**src/rtl/cobra_pkg.sv**
```systemverilog
// Cobra-1 bus controller shared types and defaults.
// Relocation and ROM wait state encodings live here.
package cobra_pkg;

  typedef enum logic {
    BOOT,
    RUN
  } reloc_state_e;

  typedef enum logic [1:0] {
    W_IDLE,
    W_COUNT,
    W_HOLD
  } wait_state_e;

  localparam logic [15:0] COBRA_ROM_BASE   = 16'hC000;
  localparam logic [7:0]  COBRA_RELOC_PORT = 8'h1F;

  function automatic int bank_w(input int n);
    return (n > 1) ? $clog2(n) : 1;
  endfunction

endpackage

```
**src/rtl/cobra_bus_if.sv**
```systemverilog
// Z80 side and memory/IO side bus bundle for cobra_bus_ctrl.
// slave = the controller, master = CPU/memory environment.
interface cobra_bus_if #(
  parameter int ROM_AW = 11,
  parameter int BW     = 2
);
  logic [15:0]          cpu_a;
  logic [7:0]           cpu_do;
  logic                 mreq_n;
  logic                 iorq_n;
  logic                 rd_n;
  logic                 wr_n;
  logic                 m1_n;
  logic                 rfsh_n;
  logic [7:0]           ram_di;
  logic [7:0]           rom_di;
  logic [7:0]           io_di;
  logic [7:0]           cpu_di;
  logic                 wait_n;
  logic [15:0]          ram_a;
  logic [7:0]           ram_do;
  logic                 ram_w;
  logic [ROM_AW+BW-1:0] rom_a;
  logic [15:0]          io_a;

  modport slave (
    input  cpu_a, cpu_do,
    input  mreq_n, iorq_n, rd_n,
    input  wr_n, m1_n, rfsh_n,
    input  ram_di, rom_di, io_di,
    output cpu_di, wait_n,
    output ram_a, ram_do, ram_w,
    output rom_a, io_a
  );

  modport master (
    output cpu_a, cpu_do,
    output mreq_n, iorq_n, rd_n,
    output wr_n, m1_n, rfsh_n,
    output ram_di, rom_di, io_di,
    input  cpu_di, wait_n,
    input  ram_a, ram_do, ram_w,
    input  rom_a, io_a
  );
endinterface

```
**src/rtl/cobra_wait_gen.sv**
```systemverilog
// ROM wait-state generator: ROM_WAIT low cycles on wait_n per ROM read,
// then holds off until mreq_n rises so one access waits only once.
module cobra_wait_gen
  import cobra_pkg::*;
#(
  parameter int ROM_WAIT = 1
) (
  input  logic clk_cpu,
  input  logic rst_n,
  input  logic rom_hit,
  input  logic rd_n,
  input  logic mreq_n,
  output logic wait_n
);

  localparam logic [3:0] WLOAD =
    (ROM_WAIT > 0) ? 4'(ROM_WAIT - 1) : 4'd0;
  localparam logic WEN = (ROM_WAIT > 0);

  wait_state_e state_q, state_d;
  logic [3:0]  cnt_q, cnt_d;

  always_comb begin
    state_d = state_q;
    cnt_d   = cnt_q;
    unique case (state_q)
      W_IDLE: begin
        if (rom_hit & ~rd_n & WEN) begin
          state_d = W_COUNT;
          cnt_d   = WLOAD;
        end
      end
      W_COUNT: begin
        if (cnt_q == 4'd0) state_d = W_HOLD;
        else cnt_d = cnt_q - 4'd1;
      end
      W_HOLD: begin
        if (mreq_n) state_d = W_IDLE;
      end
      default: state_d = W_IDLE;
    endcase
  end

  always_ff @(posedge clk_cpu) begin
    if (!rst_n) begin
      state_q <= W_IDLE;
      cnt_q   <= 4'd0;
    end else begin
      state_q <= state_d;
      cnt_q   <= cnt_d;
    end
  end

  assign wait_n = (state_q != W_COUNT);

endmodule

```
**src/rtl/cobra_bus_ctrl.sv**
```systemverilog
// Cobra-1 Z80 bus controller: boot relocation, banked ROM window,
// ROM wait states and write protection of the ROM window.
module cobra_bus_ctrl
  import cobra_pkg::*;
#(
  parameter logic [15:0] ROM_BASE   = COBRA_ROM_BASE,
  parameter int          ROM_AW     = 11,
  parameter int          NUM_BANKS  = 4,
  parameter logic [15:0] RELOC_MASK = 16'hC000,
  parameter logic [7:0]  RELOC_PORT = COBRA_RELOC_PORT,
  parameter logic [7:0]  BANK_PORT  = 8'h1E,
  parameter int          ROM_WAIT   = 1,
  parameter int          AUTO_M1    = 0
) (
  input  logic                          clk_cpu,
  input  logic                          rst_n,
  cobra_bus_if.slave                    bus,
  output logic                          reloc_active,
  output logic [bank_w(NUM_BANKS)-1:0]  bank
);

  localparam int BW     = bank_w(NUM_BANKS);
  localparam int CW     = (AUTO_M1 > 0) ? $clog2(AUTO_M1 + 1) : 1;
  localparam int M1_LIM = (AUTO_M1 > 0) ? AUTO_M1 - 1 : 0;
  localparam logic M1EN = (AUTO_M1 > 0);

  reloc_state_e  reloc_q, reloc_d;
  logic [BW-1:0] bank_q, bank_d;
  logic [CW-1:0] m1_cnt_q, m1_cnt_d;
  logic          m1_pend_q, m1_pend_d;
  logic [15:0]   eff_a;
  logic          rom_hit;
  logic          io_wr;
  logic          m1_done;

  assign reloc_active = (reloc_q == BOOT);
  assign bank         = bank_q;

  assign eff_a = reloc_active ? (bus.cpu_a | RELOC_MASK)
                              : bus.cpu_a;

  assign rom_hit = ~bus.mreq_n & bus.rfsh_n &
    (eff_a[15:ROM_AW] == ROM_BASE[15:ROM_AW]);

  assign io_wr = ~bus.iorq_n & ~bus.wr_n & bus.m1_n;

  assign bus.ram_a  = eff_a;
  assign bus.io_a   = eff_a;
  assign bus.ram_do = bus.cpu_do;
  assign bus.ram_w  = ~bus.mreq_n & ~bus.wr_n & ~rom_hit;
  assign bus.rom_a  = {bank_q, eff_a[ROM_AW-1:0]};

  always_comb begin
    bus.cpu_di = bus.ram_di;
    unique case (1'b1)
      bus.mreq_n: bus.cpu_di = bus.io_di;
      rom_hit:    bus.cpu_di = bus.rom_di;
      default:    bus.cpu_di = bus.ram_di;
    endcase
  end

  // a fetch is counted once, on the edge that sees m1_n back high
  always_comb begin
    m1_pend_d = m1_pend_q;
    m1_cnt_d  = m1_cnt_q;
    reloc_d   = reloc_q;
    bank_d    = bank_q;
    m1_done   = m1_pend_q & bus.m1_n & M1EN & reloc_active;
    if (~bus.m1_n & ~bus.mreq_n & ~bus.rd_n) m1_pend_d = 1'b1;
    else if (bus.m1_n) m1_pend_d = 1'b0;
    if (m1_done) begin
      m1_cnt_d = m1_cnt_q + CW'(1);
      if (m1_cnt_q == CW'(M1_LIM)) reloc_d = RUN;
    end
    if (io_wr && bus.cpu_a[7:0] == RELOC_PORT) reloc_d = RUN;
    if (io_wr && bus.cpu_a[7:0] == BANK_PORT)
      bank_d = bus.cpu_do[BW-1:0];
  end

  always_ff @(posedge clk_cpu) begin
    if (!rst_n) begin
      reloc_q   <= BOOT;
      bank_q    <= '0;
      m1_cnt_q  <= '0;
      m1_pend_q <= 1'b0;
    end else begin
      reloc_q   <= reloc_d;
      bank_q    <= bank_d;
      m1_cnt_q  <= m1_cnt_d;
      m1_pend_q <= m1_pend_d;
    end
  end

  cobra_wait_gen #(
    .ROM_WAIT (ROM_WAIT)
  ) u_wait (
    .clk_cpu (clk_cpu),
    .rst_n   (rst_n),
    .rom_hit (rom_hit),
    .rd_n    (bus.rd_n),
    .mreq_n  (bus.mreq_n),
    .wait_n  (bus.wait_n)
  );

endmodule
```
**src/flat_wrapper.sv**
```systemverilog
// flat-port wrapper written by rule: the top's interface ports become plain ports
module cobra_bus_ctrl_flat import cobra_pkg::*;
#(
  parameter logic [15:0] ROM_BASE   = COBRA_ROM_BASE,
  parameter int          ROM_AW     = 11,
  parameter int          NUM_BANKS  = 4,
  parameter logic [15:0] RELOC_MASK = 16'hC000,
  parameter logic [7:0]  RELOC_PORT = COBRA_RELOC_PORT,
  parameter logic [7:0]  BANK_PORT  = 8'h1E,
  parameter int          ROM_WAIT   = 1,
  parameter int          AUTO_M1    = 0
)
  (clk_cpu, rst_n, reloc_active, bank, bus_cpu_a, bus_cpu_do, bus_mreq_n, bus_iorq_n, bus_rd_n, bus_wr_n, bus_m1_n, bus_rfsh_n, bus_ram_di, bus_rom_di, bus_io_di, bus_cpu_di, bus_wait_n, bus_ram_a, bus_ram_do, bus_ram_w, bus_rom_a, bus_io_a);
  cobra_bus_if #(.ROM_AW(ROM_AW)) bus_i ();
  input  logic clk_cpu;
  input  logic rst_n;
  output logic reloc_active;
  output logic [bank_w(NUM_BANKS)-1:0] bank;
  input wire logic [$bits(bus_i.cpu_a)-1:0] bus_cpu_a;
  input wire logic [$bits(bus_i.cpu_do)-1:0] bus_cpu_do;
  input wire logic [$bits(bus_i.mreq_n)-1:0] bus_mreq_n;
  input wire logic [$bits(bus_i.iorq_n)-1:0] bus_iorq_n;
  input wire logic [$bits(bus_i.rd_n)-1:0] bus_rd_n;
  input wire logic [$bits(bus_i.wr_n)-1:0] bus_wr_n;
  input wire logic [$bits(bus_i.m1_n)-1:0] bus_m1_n;
  input wire logic [$bits(bus_i.rfsh_n)-1:0] bus_rfsh_n;
  input wire logic [$bits(bus_i.ram_di)-1:0] bus_ram_di;
  input wire logic [$bits(bus_i.rom_di)-1:0] bus_rom_di;
  input wire logic [$bits(bus_i.io_di)-1:0] bus_io_di;
  output wire logic [$bits(bus_i.cpu_di)-1:0] bus_cpu_di;
  output wire logic [$bits(bus_i.wait_n)-1:0] bus_wait_n;
  output wire logic [$bits(bus_i.ram_a)-1:0] bus_ram_a;
  output wire logic [$bits(bus_i.ram_do)-1:0] bus_ram_do;
  output wire logic [$bits(bus_i.ram_w)-1:0] bus_ram_w;
  output wire logic [$bits(bus_i.rom_a)-1:0] bus_rom_a;
  output wire logic [$bits(bus_i.io_a)-1:0] bus_io_a;
  assign bus_i.cpu_a = bus_cpu_a;
  assign bus_i.cpu_do = bus_cpu_do;
  assign bus_i.mreq_n = bus_mreq_n;
  assign bus_i.iorq_n = bus_iorq_n;
  assign bus_i.rd_n = bus_rd_n;
  assign bus_i.wr_n = bus_wr_n;
  assign bus_i.m1_n = bus_m1_n;
  assign bus_i.rfsh_n = bus_rfsh_n;
  assign bus_i.ram_di = bus_ram_di;
  assign bus_i.rom_di = bus_rom_di;
  assign bus_i.io_di = bus_io_di;
  assign bus_cpu_di = bus_i.cpu_di;
  assign bus_wait_n = bus_i.wait_n;
  assign bus_ram_a = bus_i.ram_a;
  assign bus_ram_do = bus_i.ram_do;
  assign bus_ram_w = bus_i.ram_w;
  assign bus_rom_a = bus_i.rom_a;
  assign bus_io_a = bus_i.io_a;
  cobra_bus_ctrl #(.ROM_BASE(ROM_BASE), .ROM_AW(ROM_AW), .NUM_BANKS(NUM_BANKS), .RELOC_MASK(RELOC_MASK), .RELOC_PORT(RELOC_PORT), .BANK_PORT(BANK_PORT), .ROM_WAIT(ROM_WAIT), .AUTO_M1(AUTO_M1)) u_core (.clk_cpu(clk_cpu), .rst_n(rst_n), .bus(bus_i), .reloc_active(reloc_active), .bank(bank));
endmodule
```
**config.mk**
```make
export PLATFORM = sky130hd
export DESIGN_NAME = cobra_bus_ctrl_flat
export DESIGN_NICKNAME = d
export VERILOG_FILES = /design/src/rtl/cobra_pkg.sv /design/src/rtl/cobra_bus_if.sv /design/src/rtl/cobra_wait_gen.sv /design/src/rtl/cobra_bus_ctrl.sv /design/src/flat_wrapper.sv
export SDC_FILE = /design/constraint.sdc
export NUM_CORES = 1
export LEC_CHECK = 0
export CORE_ASPECT_RATIO = 1.4
export CORE_MARGIN = 1.5
export CORE_UTILIZATION = 28
export DETAILED_ROUTE_END_ITERATION = 8
export GPL_TIMING_DRIVEN = 0
export PLACE_DENSITY = 0.8
export SLEW_MARGIN = 20
export SYNTH_ARGS = -nofsm -noshare
export SYNTH_HDL_FRONTEND = slang
export SYNTH_HIERARCHICAL = 1
export SYNTH_SLANG_ARGS = --single-unit
```
**constraint.sdc**
```tcl
create_clock -name clk_cpu -period 2.25 [get_ports clk_cpu]
set_input_delay 0.45 -clock clk_cpu [delete_from_list [all_inputs] [get_ports clk_cpu]]
set_output_delay 0.45 -clock clk_cpu [all_outputs]
set_load 0.005 [all_outputs]
```
# [After elaboration in Yosys (flattened, before gate mapping)]
# Cells that the tools add are included.
[word_totals] ff_bits=9 inputBits=56 output_inout_bits=66 word_cells=44
[classes] n_addsub=1 eq_ne=10 muxes=9 bitwise=13 reduce_logical=7
[op_table] cell="8-bit by 5-bit == test with 1-bit output, second input constant" count=2
[op_table] cell="16-bit two-way mux" count=1
[op_table] cell="8-bit one-hot mux with 2 select lines" count=1
[op_table] cell="4-bit two-way mux" count=2
[op_table] cell="2-bit inequality test, second input constant" count=4
[op_table] cell="4-bit one-hot mux with 2 select lines" count=1
[op_table] cell="1-bit bitwise AND" count=7
[op_table] cell="2-bit two-way mux" count=3
[op_table] cell="1-bit inverter" count=6
[op_table] cell="2-bit one-hot mux with 3 select lines" count=1
[op_table] cell="3-bit AND reduction" count=2
[op_table] cell="5-bit == test, second input constant" count=1
[op_table] cell="4-bit logical NOT" count=1
[op_table] cell="4-bit by 1-bit subtractor with 4-bit output, second input constant" count=1
[op_table] cell="2-bit by 1-bit == test with 1-bit output, second input constant" count=1
[op_table] cell="2-bit == test, second input constant" count=1
[op_table] cell="1-bit logical AND" count=2
[op_table] cell="2-bit logical NOT" count=1
[op_table] cell="2-bit by 1-bit inequality test with 1-bit output, second input constant" count=1
[op_table] cell="2-bit nonzero test" count=1

# [Longest topological paths before layout]
# Gate-level depths: netlist of run 1.
[depth] word_depth=6 mapped_depth=6 depth_no_buf=5

# [Hierarchy]
# Netlist of run 1, hierarchy kept.
[modules_own_cells] module="cobra_bus_ctrl" n_inst=1 cells_per_inst=112 area_each_um2=815.8 seq_area_each_um2=60.1
[modules_own_cells] module="cobra_wait_gen" n_inst=1 cells_per_inst=33 area_each_um2=307.8 seq_area_each_um2=120.1

# [Least setup slack after synthesis of run 1]
# OpenSTA, ideal clock, no wires.
[synth_timing] kind="input-to-reg" start="input bus_cpu_a[13]" end="register u_core.u_wait.cnt_q[0]" setup_time_ps=120 arrival_ps=1773 required_time_ps=2130 path_slack_ps=357 path_stages=6 n_path_buf=1 cell_sequence="or4b_4 -> buf_6 -> nor3_2 -> nor4b_1 -> nand2b_1 -> o31ai_1"
[synth_via] elab_chain_cells=6
[synth_rtl] item="start, declared" line="flat_wrapper.sv:19" text="input wire logic [$bits(bus_i.cpu_a)-1:0] bus_cpu_a;"
[synth_rtl] item="16-bit two-way mux" line="cobra_bus_ctrl.sv:39" text="assign eff_a = reloc_active ? (bus.cpu_a | RELOC_MASK)"
[synth_rtl] item="5-bit == test" line="cobra_bus_ctrl.sv:43" text="(eff_a[15:ROM_AW] == ROM_BASE[15:ROM_AW]);"
[synth_rtl] item="1-bit bitwise AND" line="cobra_bus_ctrl.sv:42" text="assign rom_hit = ~bus.mreq_n & bus.rfsh_n &"
[synth_rtl] item="named net u_core.rom_hit" line="cobra_bus_ctrl.sv:32" text="logic rom_hit;"
[synth_rtl] item="1-bit bitwise AND" line="cobra_wait_gen.sv:28" text="if (rom_hit & ~rd_n & WEN) begin"
[synth_rtl] item="2-bit inequality test (no source line)"
[synth_rtl] item="3-bit AND reduction (no source line)"
[synth_rtl] item="end signal, assigned" line="cobra_wait_gen.sv:50" text="cnt_q <= cnt_d;"
[synth_rtl] item="end, declared" line="cobra_wait_gen.sv:21" text="logic [3:0] cnt_q, cnt_d;"
# The timed path passes the listed nets, and every way through them passes these cells.
# A chain may end at the register's enable or synchronous reset.

# [Final worst setup path of run 1]
[layout_timing] start="input bus_cpu_a[11]" end="output bus_cpu_di[4]"
[layout_via] elab_chain_cells=4
[layout_rtl] item="16-bit two-way mux" line="cobra_bus_ctrl.sv:39"
[layout_rtl] item="5-bit == test" line="cobra_bus_ctrl.sv:43"
[layout_rtl] item="1-bit bitwise AND" line="cobra_bus_ctrl.sv:42"
[layout_rtl] item="8-bit one-hot mux with 2 select lines" line="cobra_bus_ctrl.sv:55" text="unique case (1'b1)"
[layout_rtl] item="end, declared" line="flat_wrapper.sv:30" text="output wire logic [$bits(bus_i.cpu_di)-1:0] bus_cpu_di;"
# Every way passes these cells.

==> metrics.md, run 1 <==
| Metric | Value |
|---|---|
| Final GP Congestion | a little under 0.8 |
| Yosys reg bits | 9 |
| Vert. Die Dim | around 78 µm |
| Pwr dens | ~280 mW/mm² |
| Dpl hpwl | ~3100 µm |
| Type of the most critical hold path | flip-flop to flip-flop |
| Share of the synthesized area in the top cell type | 34.1% |
| Switching power | around 0.15 mW |
| Flop2flop setup slack | 0.71 ns |
| Final Net Count | 323 |
| Synthesized area | 0.00112 mm² |
| Area Overhead vs Synth | 110% |
| Die Area | around 0.0044 mm² |
| Initial Util | between 20% and 30% |
| Syn Inst Count | 145 |
| Number of antenna diodes | 0 |
| FILL cells | roughly 350 |
| Final Slew Violations | 0 |
| Gr ovfl total | 0 |
| Synth top area cells | buf_4 34%, dfxtp_1 16%, a31oi_1 4.5% |
| Reg-to-Reg End | u_core/u_wait/cnt_q[1]$_SDFFE_PN0P_ |
| R2R cell count | 6 |
| Comb power frac | 46.5% |
| Final TNS setup | 0 ns |
| Clk pwr share | slightly below 30% |
| Ports | 122 |
| CP Class | input port to primary output |
| CTS Buf Count | 3 |
| Critical Path RT | 1.80 ns |
| Starting DRC count in detailed routing | between 40 and 50 |
| Root Driver | clkbuf_8 |
| Layout cells sized above 1 | ~28% |
| Fin crit period | roughly 2.2 ns |
| Leak pwr | approximately 1.0 nW |
| Routed vias | approximately 1,400 |
| Residual DRC | 0 |
| Hold Startpoint | u_core/bank[0]$_SDFFE_PN0P_ |
| Cell with the most instances after synthesis | buf_4 |
| Setup ws final | 0.0599 ns |
| Clock Pin Slew Worst Setup and Hold Paths | 0.04 ns |
| Power Internal | 0.501 mW |
| Overall power | 0.654 mW |
| Hold depth | 2 |
| Synth Flop Type | dfxtp_1 |
| Clock buffer depth | 2 |
| First-pass GRT wire length | 6020 µm |
| Worst slew margin | between 60% and 70% |
| Largest net degree at the start of global routing | 11 |
| Sw Share | between 20% and 30% |
| # setup viols final | 0 |
| Total core area | 0.00388 mm² |
| Final Routed Wirelength | ~4000 µm |
| Count of final hold-check violations | 0 |
| Worst R2R Start | u_core/reloc_q$_SDFFE_PN0P_ |
| Status | complete, no violations |
| Fmax | roughly 460 MHz |
| Post-route cell area | between 0.002 and 0.0025 mm² |
| Number of synthesized flops with an enable pin | 0 |
| Post-DRT Antenna Nets | 0 |
| Worst path arrival time | between 1.5 and 2 ns |
| Worst setup SP type | input port |
| WHS Endpoint | u_core/bank[0]$_SDFFE_PN0P_ |
| Avg WL per Cell | around 13 µm |
| Clock latency on the worst-skew pair | between 0.2 and 0.25 ns |
| H-tree Lvls | 1 |
| Number of maximum-capacitance violations | 0 |
| Antenna violations before repair | 0 |
| Dpl ws | -0.656 ns |
| Yosys cell types | 36 |
| CP endpoint kind | primary output |
| Ys Warns | 6 |
| Synth area leader | buf_4 |
| 1st-pass router iterations | 4 |
| Port-buffer cells | roughly 110 |
| Worst slew pin tran | 0.499 ns |
| Die span in x | roughly 57 µm |
| Commonest cells post-synth | 51 x buf_4, 11 x nor2_1, 9 x dfxtp_1 |
| GRT Overall Usage | approximately 17% |
| Mean post-synth cell area | between 7 and 8 µm² |
| Sequential share of power | approximately 25% |
| Post-placement cell area | ~0.0023 mm² |
| Syn Nets | between 200 and 250 |
| Drt via density | 4.59 |
| CTS tree | built |
| Max IR drop VDD | 278 µV |
| Final period utilization | between 90% and 100% |
| Synth async-reset ratio | 0% |
| Site Rows | 27 |
| # clock sinks | 9 |
| Seq/Total Area, Yosys | 16.0% |
| Vias in the first global route | 1,331 |
| Setup Skew | ~0.0013 ns |
| CP max FO | 5 |
==> how the worst max path moves through the flow <==
| stage | slack (ns) | depth (start not counted) | to | start |
|---|---|---|---|---|
| floorplan | 0.36 | 6 | u_core/u_wait/cnt_q[0]$_SDFFE_PN0P_ | bus_cpu_a[13] |
| global placement | -0.62 | 6 | bus_cpu_di[7] | bus_cpu_a[13] |
| detailed placement | -0.66 | 5 | bus_cpu_di[4] | bus_cpu_a[13] |
| CTS | -0.0005 | 5 | bus_cpu_di[4] | bus_cpu_a[13] |
| global route | -0.0008 | 5 | bus_cpu_di[1] | bus_cpu_a[11] |
| finish | 0.06 | 5 | bus_cpu_di[4] | bus_cpu_a[11] |
==> registers in the layout (all words and copies together), names as in the netlist <==
name / cells
u_core/bank: 2
u_core/u_wait/cnt_q: 4
u_core/reloc_q: 1
u_core/u_wait/state_q: 2
==> repair_timing <==
action / CTS / global route
gates cloned: 1 / 0
hold buffers: 0 / 0
endpoints found under the setup margin: 13 / 10
pin swaps: 3 / 1
hold endpoints to repair: 0 / 0
resized for setup: 28 / 8
buffers inserted: 4 / 0
==> power by group through the flow <==
stage	sequential, mW	clock (mW)	combinational (mW)
detailed placement	0.163	0	0.314
global placement	0.163	0	0.311
finish	0.160	0.190	0.304
global route	0.160	0.201	0.325
CTS	0.160	0.195	0.307
floorplan	0.163	0	0.102
==> placed cells by master, fill, tap and decap left out, types with 3 or more instances in the layout <==
cell	count
clkdlybuf4s50_1	96
buf_4	55
nor2_1	11
dlygate4sd2_1	10
dfxtp_1	9
nand3_1	8
a31oi_1	8
o21ai_1	5
inv_1	5
nand2_1	4
clkbuf_8	3
buf_2	3
o21ai_2	3
nand2b_1	3
==> critical path, cell delays in order <==
cell	delay, ns
buf_2	0.15
or4b_4	0.60
o21ai_1	0.15
a31oi_1	0.10
dlygate4sd2_1	0.28
==> stage by stage <==
stage          cells  util (%)  hold slack, ns
2_1_floorplan    145         -           0.464
3_3_place_gp     300      59.2           0.463
3_5_place_dp     300      59.2           0.483
4_1_cts          307      60.8           0.494
5_1_grt          307      60.8           0.511
6_report         307      60.8           0.488
==> cell families (layout without fill, tap and decap cells) <==
family	count (synthesis)	count (layout)	synth area share, %
AO/OA/AOI/OAI	28	28	16.4
adder cells (fa/ha/maj)	2	2	2.23
multiplexers	2	2	1.78
flip-flops	9	9	16.0
AND/OR/NAND/NOR	44	45	25.8
buffers and inverters	60	178	37.8
==> layout make-up <==
cell class	count	area, µm²	share of cell area [%]
inverter	6	22.5	0.953
clock buffer	4	45.0	1.91
timing repair buffer	116	1120	47.5
tap	43	53.8	2.28
multi-input combinational	77	551	23.3
buffer	52	388	16.4
sequential	9	180	7.62
==> metal layers <==
layer | share of wire [%] | global-route usage, % | vias to the layer above
li1 | - | - | 698
met1 | 34 | 16.6 | 630
met2 | 55 | 33.5 | 73
met3 | 9.4 | 3.67 | 7
met4 | 1.7 | 6.19 | 0
met5 | 0 | 0 | -
Note: power is estimated with default switching activity, not from simulation.
==> run 2: changes to the inputs <==
ABC_CLOCK_PERIOD_IN_PS = 2250   (was not set)
==> results of run 2 <==
The final DEF is identical to that of run 1; final timing and power are the same.
